--- src/rtl/post_mem_arbiter.sv ---
// post_mem_arbiter: req/ack arbiter that shares the 1-bit tape RAM between
// the CPU (port A) and the SPI programmer (port B).
// Fixed 3-cycle access (IDLE -> ACC -> DONE). All memory-side outputs are registered.
// MODE=1 gives A priority and limits B's wait with a starvation counter.
// MODE=0 serves only B.
// Optional macro ARB_WRPROT_EN: in MODE=1, B writes are turned into reads.
// Such a write also sets the sticky PROT_ERR flag.
module post_mem_arbiter #(
  parameter int DATA_WIDTH = 1,
  parameter int ADD_WIDTH  = 8,
  parameter int STARVE_MAX = 4
) (
  input  logic                  CLK,
  input  logic                  RST,
  input  logic                  MODE,
  input  logic                  A_REQ,
  input  logic                  A_WE,
  input  logic [ADD_WIDTH-1:0]  A_ADD,
  input  logic [DATA_WIDTH-1:0] A_DIN,
  output logic [DATA_WIDTH-1:0] A_DOUT,
  output logic                  A_ACK,
  input  logic                  B_REQ,
  input  logic                  B_WE,
  input  logic [ADD_WIDTH-1:0]  B_ADD,
  input  logic [DATA_WIDTH-1:0] B_DIN,
  output logic [DATA_WIDTH-1:0] B_DOUT,
  output logic                  B_ACK,
  output logic                  M_WE,
  output logic [ADD_WIDTH-1:0]  M_ADD,
  output logic [DATA_WIDTH-1:0] M_DIN,
  input  logic [DATA_WIDTH-1:0] M_DOUT,
  output logic [1:0]            GNT,
  output logic                  PROT_ERR
);

  localparam int CW = $clog2(STARVE_MAX + 1);
  localparam logic [CW-1:0] STARVE_TOP = CW'(STARVE_MAX);

  typedef enum logic [1:0] {S_IDLE, S_ACC, S_DONE} state_t;

  typedef struct packed {
    logic                  we;
    logic [ADD_WIDTH-1:0]  add;
    logic [DATA_WIDTH-1:0] din;
  } req_t;

  state_t          state_q, state_d;
  logic [CW-1:0]   starve_cnt;
  logic            b_win, grant_a, grant_b, wr_prot;
  req_t            a_req, b_req, win_req;

  assign a_req = '{we: A_WE, add: A_ADD, din: A_DIN};
  assign b_req = '{we: B_WE, add: B_ADD, din: B_DIN};

  // Next state and grant decision.
  // The winner comes from the raw REQs. A winner whose ACK is still high
  // sits out this cycle, so a continuously requesting CPU does not hand the
  // slot to B each time.
  always_comb begin
    state_d = state_q;
    b_win   = 1'b0;
    grant_a = 1'b0;
    grant_b = 1'b0;
    wr_prot = 1'b0;
    win_req = a_req;
    case (state_q)
      S_IDLE: begin
        b_win   = MODE ? (B_REQ && (!A_REQ || starve_cnt == STARVE_TOP)) : B_REQ;
        grant_b = b_win && !B_ACK;
        grant_a = MODE && A_REQ && !b_win && !A_ACK;
        if (grant_a || grant_b) state_d = S_ACC;
      end
      S_ACC:   state_d = S_DONE;
      S_DONE:  state_d = S_IDLE;
      default: state_d = S_IDLE;
    endcase
`ifdef ARB_WRPROT_EN
    wr_prot = grant_b && MODE && B_WE;
`endif
    if (grant_b) begin
      win_req    = b_req;
      win_req.we = B_WE && !wr_prot;
    end
  end

  // State register.
  always_ff @(posedge CLK or posedge RST) begin
    if (RST) state_q <= S_IDLE;
    else     state_q <= state_d;
  end

  // Memory-side registers, owner tracking, read-data return and ACK pulses.
  always_ff @(posedge CLK or posedge RST) begin
    if (RST) begin
      M_WE   <= 1'b0;
      M_ADD  <= '0;
      M_DIN  <= '0;
      GNT    <= 2'b00;
      A_DOUT <= '0;
      B_DOUT <= '0;
      A_ACK  <= 1'b0;
      B_ACK  <= 1'b0;
    end else begin
      A_ACK <= 1'b0;
      B_ACK <= 1'b0;
      case (state_q)
        S_IDLE: if (grant_a || grant_b) begin
          M_WE  <= win_req.we;
          M_ADD <= win_req.add;
          M_DIN <= win_req.din;
          GNT   <= grant_b ? 2'b10 : 2'b01;
        end
        S_ACC: M_WE <= 1'b0;
        S_DONE: begin
          if (GNT[1]) begin
            B_DOUT <= M_DOUT;
            B_ACK  <= 1'b1;
          end else begin
            A_DOUT <= M_DOUT;
            A_ACK  <= 1'b1;
          end
          GNT <= 2'b00;
        end
        default: M_WE <= 1'b0;
      endcase
    end
  end

  // Starvation counter.
  // It counts A grants taken while B waits, and clears once B is served or stops asking.
  always_ff @(posedge CLK or posedge RST) begin
    if (RST)                                     starve_cnt <= '0;
    else if (!B_REQ || grant_b)                  starve_cnt <= '0;
    else if (grant_a && starve_cnt != STARVE_TOP) starve_cnt <= starve_cnt + 1'b1;
  end

`ifdef ARB_WRPROT_EN
  // Sticky flag set when a blocked B write is issued; only reset clears it.
  always_ff @(posedge CLK or posedge RST) begin
    if (RST)          PROT_ERR <= 1'b0;
    else if (wr_prot) PROT_ERR <= 1'b1;
  end
`else
  assign PROT_ERR = 1'b0;
`endif

endmodule
--- config.mk ---
export PLATFORM = sky130hd
export DESIGN_NAME = post_mem_arbiter
export DESIGN_NICKNAME = d
export VERILOG_FILES = /design/src/rtl/post_mem_arbiter.sv
export SDC_FILE = /design/constraint.sdc
export NUM_CORES = 1
export LEC_CHECK = 0
export ABC_AREA = 1
export CAP_MARGIN = 10
export CORE_UTILIZATION = 42
export CTS_CLUSTER_SIZE = 8
export DETAILED_ROUTE_END_ITERATION = 16
export PLACE_DENSITY_LB_ADDON = 0.25
export SYNTH_ARGS = -nofsm -noshare
export SYNTH_HDL_FRONTEND = slang
export SYNTH_SLANG_ARGS = --single-unit
--- constraint.sdc ---
create_clock -name CLK -period 1.9 [get_ports CLK]
set_input_delay 0.57 -clock CLK [delete_from_list [all_inputs] [get_ports CLK]]
set_output_delay 0.57 -clock CLK [all_outputs]
set_load 0.02 [all_outputs]
==> results of run 1 <==
## power by group through the flow
stage,registers (mW),logic (mW),clock network (mW)
floorplan,0.927,0.526,0
global placement,0.747,1.24,0
detailed placement,0.753,1.28,0
CTS,0.747,1.27,0.221
global route,0.762,1.36,0.241
finish,0.745,1.25,0.211
## cell families (layout without fill, tap and decap cells)
kind of cell	count (synthesis)	in the layout
adders and majority gates	2	2
other	1	1
buffers and inverters	18	71
xor gates and xnor gates	1	1
AOI/OAI and AO/OA	5	5
DFF	21	21
and+or+nand+nor	93	93
## how the worst max path moves through the flow
| stage | end | slack [ps] | depth (start not counted) |
|---|---|---|---|
| 3_3_place_gp | M_ADD[5] | 2 | 9 |
| 3_5_place_dp | M_ADD[4] | -40 | 9 |
| 5_1_grt | M_ADD[4] | 0.4 | 1 |
| 2_1_floorplan | M_ADD[0] | 560 | 10 |
| 6_report | M_ADD[2] | 40 | 1 |
| 4_1_cts | A_ACK | 20 | 1 |
## cell usage after synthesis (all sizes together), types with 2 or more instances
cell type,instances,area (um^2)
buf,4,35.0
dfrtp,21,526
ha,2,25.0
inv,13,48.8
nand2,73,287
nand3,10,55.1
nor2,9,46.3
o21a,2,15.0
o21ai,2,10.0
## state kept, by name, summed over array words and instances, names as in the netlist
register    cells
M_DIN           1
B_DOUT          1
GNT             2
state_q         2
A_DOUT          1
A_ACK           1
M_WE            1
B_ACK           1
M_ADD           8
starve_cnt      3
## routing by layer
layer / vias up / part of all wire, % / routed length [um] / GRT usage (%)
met5: - / 0 / 0 / 0
met1: 479 / 41 / 1080 / 22.4
met2: 23 / 54 / 1410 / 40.3
met4: 0 / 1.3 / 34 / 9.21
li1: 527 / - / - / -
met3: 5 / 3.4 / 90 / 4.06
## layout make-up
type / count / area share, %
clock buffers: 4 / 1.60
inverters: 14 / 3.20
multi-input cells: 102 / 28.5
flip-flops and latches: 21 / 32.0
well taps: 30 / 2.29
repair buffers: 53 / 32.4
## worst register-to-register path: cells and delay by family (launching register included)
kind / cells / cell delay [ps]
fa+ha+maj: 1 / 210
flops: 1 / 390
buf+inv: 1 / 70
simple gates: 7 / 840
## what timing repair did
action,CTS,global route
pin swaps,0,0
setup endpoints to repair,1,8
hold buffers,0,0
gates resized for setup,1,8
==> flow_results.org, run 1 <==
** Cells and area
- Finished Core Util :: 66.9%
- After the last flow step, the layout net total stands at about 220.
- The finished layout holds 224 standard cells, fillers aside.
- Antenna diodes :: 0
- After routing the design area is ~0.0016 mm^2.
- Area Overhead vs Synth :: 51.9%
- The post-route netlist has a little over an eighth of its cells at a drive strength greater than 1.
- Combined flip-flop and latch cell area :: 526 um^2
- Fill cell total of the finished layout :: 197
- In the final layout, the multi-input gates occupy 468 um^2.
- The library cell used most frequently in the layout, excluding fill and tap cells, is sky130_fd_sc_hd__nand2_1.
- Commonest cells after routing, fill and taps aside :: sky130_fd_sc_hd__nand2_1, sky130_fd_sc_hd__clkdlybuf4s50_1, sky130_fd_sc_hd__dfrtp_1, sky130_fd_sc_hd__inv_1, sky130_fd_sc_hd__buf_4

** Place
- The count of buffers added on input and output ports is 41.
- DP Cell Count :: 220
- Before CTS, the worst setup slack after placement is -40.8 ps.
- At the end of routability-driven placement, the weighted congestion stood at 0.681.
- The HPWL after detailed placement is 2.09 mm.
- Placed Area :: between 0.0015 and 0.002 mm^2

** Die
- 43 I/O pins were placed.
- From bottom edge to top edge, the die measures 52.7 um.
- The region available for standard cell placement spans ~0.0025 mm^2.
- In this run the horizontal extent of the chip is 52.7 um.
- The die covers 0.00278 mm^2.
- The floorplan has 18 rows.
- Effective utilization at floorplan :: 44.0%

** Timing
- Final Max Tran Viols :: 0
- Final hold analysis gives a worst-case slack of 486 ps.
- Crit path setup slack, layout :: 41.2 ps
- Total negative slack :: 0 ps
- Worst Clk Skew :: 2.62 ps
- Setup violations remaining at the end of the flow were counted as 0.
- Clock period minus final worst setup slack :: 1860 ps
- Endpoints failing hold :: 0
- Timing-limited maximum frequency :: 0.538 GHz
- Setup repair after global routing left no endpoint under its margin.
- Dividing the final minimum period by the clock period gives 97.8%.

** Logic synthesis
- Adder-cell area share of the yosys netlist :: 2.31%
- Avg Inst Size Synth :: between 7 and 8 um^2
- The cell count after synthesis came out at around 140.
- Sequential element share of the synthesized area :: 48.6%
- Multiplexer cells account for 0% of the synthesized area.
- By area, the combinational part of the netlist is dominated by simple AND/OR/NAND/NOR gates.
- Synthesis produced a netlist with a net count of 169.
- Synth warn :: 0
- Compound-cell area share of the yosys netlist :: 2.78%
- In the synthesized netlist the dominant register cell turns out to be sky130_fd_sc_hd__dfrtp_1.
- Post-synthesis register bit count :: 21
- Counting flops with an async set or reset pin after synthesis yields a share of 100%.
- Simple-gate share of the synthesized area :: between 30% and 40%
- Netlist area before placement :: 0.00108 mm^2
- Number of distinct library cells after synthesis :: 22
- Number of synthesized flops with an enable pin :: 0
- Of the total synthesized cell area, the portion taken by XOR and XNOR cells is 0.810%.

** Clock network
- The clock drives 21 sinks.
- CTS built an H-tree with a depth of 1.
- Post-CTS Setup Inserts :: 0
- Clock-pin slew reported for the worst setup and hold paths after clock tree synthesis :: 110 ps
- Clk root buf :: sky130_fd_sc_hd__clkbuf_4
- At the later pin of the worst-skew pair, clock insertion delay measures 300 ps.
- Number of buffers created by CTS :: 3
- TritonCTS clock tree :: yes
- Maximum root-to-sink buffer count :: 2

** Worst setup path
- The worst register-to-register path has a setup slack of 330 ps.
- In this run the worst setup path begins at M_ADD[2].
- The number of buffers and inverters on the critical path is 1.
- Endpoint required time on the critical path :: 1330 ps
- Critical path arrival :: approximately 1300 ps
- Slowest cell on crit path :: sky130_fd_sc_hd__clkdlybuf4s50_1
- Type of the setup path with the least slack :: reg -> out
- Cell family with most CP delay :: buffers and inverters
- Counting cells, the worst reg-to-reg path comes to 9.
- End of the worst register-to-register path :: starve_cnt[2]
- The worst setup path is captured at an output port.
- Max FO, Critical Path :: 2
- Launching element type of the critical path :: flop
- Critical-path cell list :: clkdlybuf4s50_1
- Startpoint of the worst register-to-register path :: starve_cnt[0]
- Critical Path Max Stage Delay :: 610 ps

** Detailed routing
- Final antenna-violating net count :: 0
- Total routed wirelength :: 2.62 mm
- Number of vias after detailed routing :: 1,034
- Number of violations reported at the end of detailed-routing iteration 0 :: 12
- In the routed design, unresolved DRC markers number 0.
- The first detailed-routing pass took 4 iterations.
- After detailed routing, the average wire length per cell comes to 11.7 um.
- Drt via density :: approximately 4.6

** Hold path
- The path with the worst hold slack has its endpoint at M_DIN.
- The worst hold path was traced through 2 stages.
- Worst hold path class :: reg -> reg
- Worst Min Path Start :: M_DIN

** Power and ir drop
- The analysis attributes to cell leakage a power of 0.957 nW.
- Worst supply voltage drop on vdd :: 908 uV
- Clock network power share :: 9.6%
- The internal portion of the total power is 1.28 mW.
- The analysis attributes to net switching a power of 931 uW.
- Sequential power share :: 33.8%
- In this run switching power makes up 42.2% of total power.
- After layout, the design draws a total of 2.21 mW.
- Dividing total power by cell area gives a power density of 1340 mW/mm^2.
- Share of power burned in combinational logic :: 56.7%

** GRT
- The initial antenna violation count came to 0.
- Global-route congestion overflow total :: 0
- The first global-routing pass estimated 4.27 mm of wire.
- Maximum number of pins on one net before global-route repair :: 22
- The via count of the first global-routing pass came to 1,024.
- Global routing used 21.3% of the available tracks.

** Run
- Reported max-cap violation count :: 0

** Run status
- Outcome :: completed
Note: power is estimated with default switching activity, not from simulation.
==> run 2: changes to the inputs <==
CORE_MARGIN = 2   (was not set)
RECOVER_POWER = 25   (was not set)
SLEW_MARGIN = 20   (was not set)
==> flow_results.org, run 2 (synthesis gave the netlist of run 1 again) <==
** Worst setup path
- In this run the worst setup path terminates at M_ADD[1].
- End of the worst register-to-register path :: starve_cnt[1]
- R2R cell count :: 9
- Critical Path Max Stage Delay :: 600 ps
- The most critical setup path has its startpoint at M_ADD[1].
- Critical path buffers and inverters :: 1
- STA classifies the critical path startpoint as a flop.
- Critical path arrival :: 1270 ps
- Reg2reg setup slack :: between 300 and 400 ps
- Cell family with most CP delay :: buffers and inverters
- Startpoint of the worst register-to-register path :: starve_cnt[0]
- The critical path is of the reg -> out type.
- Type of destination of the critical path :: output port
- In this run the number of cells on the critical path is 1.
- Critical-path cell list :: clkdlybuf4s50_1
- At the worst endpoint, the required time is around 1300 ps.
- Among all stages on the critical path, the largest delay is contributed by sky130_fd_sc_hd__clkdlybuf4s50_1.
- Max FO, Critical Path :: 2

** Power and ir drop
- The worst-case IR drop observed on VDD is 750 uV.
- Leakage dissipation :: 0.947 nW
- Overall Power :: 2.17 mW
- PD cells :: 1340 mW/mm^2

** Place
- I/O Buffers :: 41
- DP Cell Count :: 217
- Before CTS, the worst setup slack after placement is -8.42 ps.
- After detailed placement, the total cell area comes to around 0.0016 mm^2.
- After legalization and detailed placement, the total HPWL measured 2.00 mm.
- At the end of routability-driven placement, the weighted congestion stood at 0.745.

** Die
- Count of standard-cell rows :: 18
- The initial utilization of the core area, before any placement, comes to between 40% and 50%.
- Die Outline Area :: 0.00300 mm^2
- Core area :: 0.00245 mm^2
- Boundary pin count :: 43
- Height of the die :: 54.7 um
- Measured along the x axis, the die boundary spans about 55 um.

** Detailed routing
- Drt via density :: between 4 and 5
- The detailed router placed 1,019 vias in this run.
- Number of violations reported at the end of detailed-routing iteration 0 :: 13
- After detailed routing, the average wire length per cell comes to 11.2 um.
- Sum of met2 wire segment lengths after detailed routing :: 1.24 mm
- The routed design has approximately 2.5 mm of wire.
- For this run, design rule violations remaining after detail routing come to 0.
- Signal routing reaches up to met4.
- After detailed routing, the wire length on met1 is between 1 and 1.5 mm.
- First-pass DRT Iterations :: 4
- Met3 routed WL :: 148 um
- Final antenna-violating net count :: 0

** Run
- Reported max-cap violation count :: 0

** Cells and area
- The finished cells cover approximately 0.0016 mm^2.
- Max reg flops :: 8
- Finished Core Util :: 66.0%
- Combined flip-flop and latch cell area :: around 530 um^2
- Final cell count without fillers :: around 220
- Relative to the synthesized area, the layout overhead comes to 49.8%.
- Commonest cells after routing, fill and taps aside :: sky130_fd_sc_hd__nand2_1, sky130_fd_sc_hd__clkdlybuf4s50_1, sky130_fd_sc_hd__dfrtp_1, sky130_fd_sc_hd__inv_1
- The multi-input combinational cells in the finished layout cover a total of roughly 470 um^2.
- Ranked by flip-flop count, first place goes to M_ADD.
- Of the cells placed in the final design, the portion with a size suffix greater than 1 is around 12%.
- The final layout contains 220 nets.
- The filler cells instantiated in the layout total 213.
- The largest registers in the layout are M_ADD (8), starve_cnt (3).
- 0 antenna diodes ended up in the layout.
- Most common library cell in the layout ignoring fill and taps :: sky130_fd_sc_hd__nand2_1

** Timing
- Setup violations remaining at the end of the flow were counted as 0.
- Final period util :: a little over nine tenths
- In this run the tightest slew margin relative to its limit is 26.7%.
- Hold_ws :: 496 ps
- Crit path setup slack, layout :: 60.4 ps
- Timing-limited maximum frequency :: 0.544 GHz
- Setup repair after global routing left no endpoint under its margin.
- Tightest Pin Transition :: 1100 ps
- Worst Clk Skew :: roughly 16 ps
- The worst path needs approximately 1800 ps of the cycle, external delays included.
- The final max-slew violation count is 0.
- The number of hold violations in the final report was 0.
- Total negative slack :: 0 ps

** GRT
- The total overflow left after global routing is 0.
- The via count of the first global-routing pass came to 953.
- Number of antenna violations at the first check in global routing :: 0
- Global-route wire length before repair :: 3.95 mm
- In the global route stage, overall resource usage came out at 18.6%.
- Entering global routing, the biggest net connects 22 pins.

** Hold path
- Worst hold path class :: reg -> reg

** Clock network
- Clock latency of the later-clocked register in the worst-skew pair :: 300 ps
- Clock-pin slew reported for the worst setup and hold paths after clock tree synthesis :: 120 ps
- TritonCTS clock tree :: yes
- Hold buffers post-CTS :: 0
- TritonCTS created 3 clock buffers.
- Maximum root-to-sink buffer count :: 2
- The tree is rooted in a sky130_fd_sc_hd__clkbuf_4.
- Depth of the CTS H-tree :: 1
- For this design, the sink count on the clock tree is 21.

** Run status
- The flow ran to the end, and the final reports show no timing, DRC or antenna violations.
run 2: worst min-delay path: stages (launching register included):
cell	delay, ps
sky130_fd_sc_hd__dfrtp_1	370
sky130_fd_sc_hd__nand2_1	50
sky130_fd_sc_hd__nand2_1	50
run 2: final cells by class:
class / count / share of cell area [%]
multi-input combinational: 102 / 28.9
clock buffer: 4 / 1.62
timing repair buffer: 50 / 31.5
sequential: 21 / 32.5
inverter: 14 / 3.25
tap: 30 / 2.32
run 2: layer usage:
layer | GRT usage [%] | vias to the layer above
li1 | - | 527
met1 | 22.6 | 458
met2 | 31.2 | 32
met3 | 4.92 | 2
met4 | 7.08 | 0
met5 | 0 | -
run 2: worst min-delay path by stage:
stage               startpoint         end  cells past startpoint
detailed placement       M_DIN       M_DIN                      2
finish                M_ADD[1]    M_ADD[1]                      2
CTS                   M_ADD[1]    M_ADD[1]                      2
global route          M_ADD[2]    M_ADD[2]                      2
global placement          M_WE        M_WE                      2
floorplan           state_q[1]  state_q[1]                      1
run 2: power by group:
group	internal [mW]	total, mW	switching, mW
clock	0.0817	0.210	0.128
sequential	0.627	0.743	0.116
combinational	0.553	1.22	0.668
run 2: repair_timing:
| action | in CTS | in global routing |
|---|---|---|
| endpoints found under the setup margin | 0 | 9 |
| gates resized for setup | 0 | 9 |
| buffers inserted | 0 | 0 |
| endpoints found under the hold margin | 0 | 0 |
==> run 3: changes to the inputs <==
--- a/config.mk
+++ b/config.mk
@@ -13,3 +13,3 @@
 export DETAILED_ROUTE_END_ITERATION = 16
-export PLACE_DENSITY_LB_ADDON = 0.25
+export PLACE_DENSITY_LB_ADDON = 0.2
 export RECOVER_POWER = 25
--- a/constraint.sdc
+++ b/constraint.sdc
@@ -3,2 +3,2 @@
 set_output_delay 0.57 -clock CLK [all_outputs]
-set_load 0.02 [all_outputs]
+set_load 0.005 [all_outputs]
==> flow_results.org, run 3 (synthesis gave the netlist of run 1 again) <==
** Clock network
- Clock-pin slew reported for the worst setup and hold paths after clock tree synthesis :: 120 ps
- In this run, post-CTS hold repair placed 0 buffers.
- Count of cells resized by post-cts repair :: 0
- Clk root buf :: sky130_fd_sc_hd__clkbuf_4
- Depth of the CTS H-tree :: 1
- Clock latency of the later-clocked register in the worst-skew pair :: ~300 ps
- Count of clock tree sinks :: 21
- Post-CTS Setup Inserts :: 0
- TritonCTS clock tree :: yes
- Maximum root-to-sink buffer count :: 2
- In this run, CTS created clock tree buffers numbering 3.

** Worst setup path
- Critical-path cell list :: clkdlybuf4s50_1
- Levels on crit path :: 1
- R2R cell count :: 9
- Critical path arrival :: 1250 ps
- Type of the setup path with the least slack :: reg -> out
- The largest individual stage delay along the critical path comes from the cell sky130_fd_sc_hd__clkdlybuf4s50_1.
- The worst setup path is launched from a flop.
- Type of destination of the critical path :: output port
- Counting both buffers and inverters, the worst setup path holds a total of 1.
- Endpoint required time on the critical path :: 1330 ps
- Among cell families on the critical path, the largest total delay comes from buffers and inverters.
- Critical Path Max Stage Delay :: 520 ps
- Max FO, Critical Path :: 4

** Place
- DP HPWL :: 2.01 mm
- Placed Area :: 0.00160 mm^2
- Pre-CTS worst setup slack :: -58.3 ps
- I/O Buffers :: a little over 40
- Routability-driven placement finished with a final weighted congestion of 0.874.
- Including well taps, the total number of placed cells is 219.

** GRT
- Global router's overall resource usage :: a little under a fifth
- The first global-routing pass estimated about 3.9 mm of wire.
- Via count of the first global-routing pass :: 939
- Maximum number of pins on one net before global-route repair :: 22
- Global-route congestion overflow total :: 0
- The initial antenna violation count came to 0.

** Timing
- At the pin with the least slew margin, the transition time is 1110 ps.
- In this run the tightest slew margin relative to its limit is 25.7%.
- Worst Clk Skew :: 2.74 ps
- Counting I/O delays and the setup requirement, the final critical path takes 1820 ps.
- Final period util :: between 90% and 100%
- Timing would allow up to 0.550 GHz.
- The final max-slew violation count was 0.
- Unrepaired setup endpoints after global routing :: false
- Setup violations remaining at the end of the flow were counted as 0.
- The number of hold violations in the final report is 0.
- Across all hold checks on the routed design, the worst slack comes to 496 ps.
- The worst path meets setup with 82.2 ps of slack.
- Adding up every negative setup slack in the final design gives 0 ps.

** Hold path
- The worst hold path belongs to the class reg -> reg.
- Counting instances, the worst hold path has a depth of 2.

** Die
- The floorplan has 18 rows.
- In this run the count of I/O pins placed on the die edge is 43.
- Die Outline Area :: 0.00300 mm^2
- From left edge to right edge, the die measures 54.7 um.
- Once the floorplan was initialized, standard cells occupied 44.0% of the core.
- Height of the die :: approximately 55 um
- Core area :: ~0.0025 mm^2

** Power and ir drop
- Summed over all cells, the static leakage comes to 0.848 nW.
- Power comes to 2.06 mW.
- Worst supply voltage drop on vdd :: 786 uV
- PD cells :: 1270 mW/mm^2

** Cells and area
- Area Overhead vs Synth :: 50.6%
- Commonest cells after routing, fill and taps aside :: sky130_fd_sc_hd__nand2_1, sky130_fd_sc_hd__clkdlybuf4s50_1, sky130_fd_sc_hd__dfrtp_1, sky130_fd_sc_hd__inv_1, sky130_fd_sc_hd__nand3_1
- After routing the design area is 0.00163 mm^2.
- Cells with a size suffix above 1 make up 13.0% of the layout.
- Largest Register :: M_ADD
- Total number of nets in the final design :: 222
- Max reg flops :: 8
- Largest registers :: M_ADD (8), starve_cnt (3)
- Antenna diodes :: 0
- Most common library cell in the layout ignoring fill and taps :: sky130_fd_sc_hd__nand2_1
- Final cell count without fillers :: 223
- Finished Core Util :: 66.3%

** Detailed routing
- Number of violations reported at the end of detailed-routing iteration 0 :: 15
- In the routed design, unresolved DRC markers number 0.
- Total routed wirelength :: about 2.5 mm
- Number of vias after detailed routing :: 1,050
- After detailed routing, the average wire length per cell comes to 11.4 um.
- Drt via density :: 4.71
- Final antenna-violating net count :: 0
- First-pass DRT Iterations :: 4

** Run status
- Outcome :: completed

** Run
- Across the run, the number of max-cap violations was 0.
-- run 3: changes by cell type in the layout (fill, tap and decap cells not counted) --
cell / delta
sky130_fd_sc_hd__clkinvlp_4: +1
sky130_fd_sc_hd__buf_4: +1
sky130_fd_sc_hd__clkbuf_1: -1
sky130_fd_sc_hd__clkdlybuf4s50_1: +9
sky130_fd_sc_hd__dlymetal6s2s_1: -9
sky130_fd_sc_hd__buf_12: +1
-- run 3: final timing paths --
check	start	endpoint	slack (ps)
max	GNT[1]	GNT[1]	80
min	M_DIN	M_DIN	500
max reg2reg	starve_cnt[0]	starve_cnt[1]	300
min reg2reg	M_DIN	M_DIN	500
max in group asynchronous	RST	M_ADD[7]	340
min in group asynchronous	RST	M_ADD[4]	900
-- run 3: where the power goes --
part / leakage, nW / switching [mW] / total (mW) / internal (mW)
sequential: 0.266 / 0.120 / 0.747 / 0.627
combinational: 0.567 / 0.499 / 1.10 / 0.598
clock: 0.0139 / 0.141 / 0.221 / 0.0802
-- run 3: final cells by class --
| type | count | area, um^2 |
|---|---|---|
| Inverter | 14 | 52.6 |
| Clock inverter | 1 | 7.51 |
| Sequential cell | 21 | 526 |
| Tap cell | 30 | 37.5 |
| Timing Repair Buffer | 52 | 514 |
| Fill cell | 219 | 827 |
| Multi-Input combinational cell | 102 | 468 |
| Clock buffer | 3 | 22.5 |
-- run 3: per-layer routing --
metal  GRT usage, %  wire length, um
met3           5.74              101
met5              0                0
met1           22.3             1090
met2           32.5             1340
met4           3.75               15
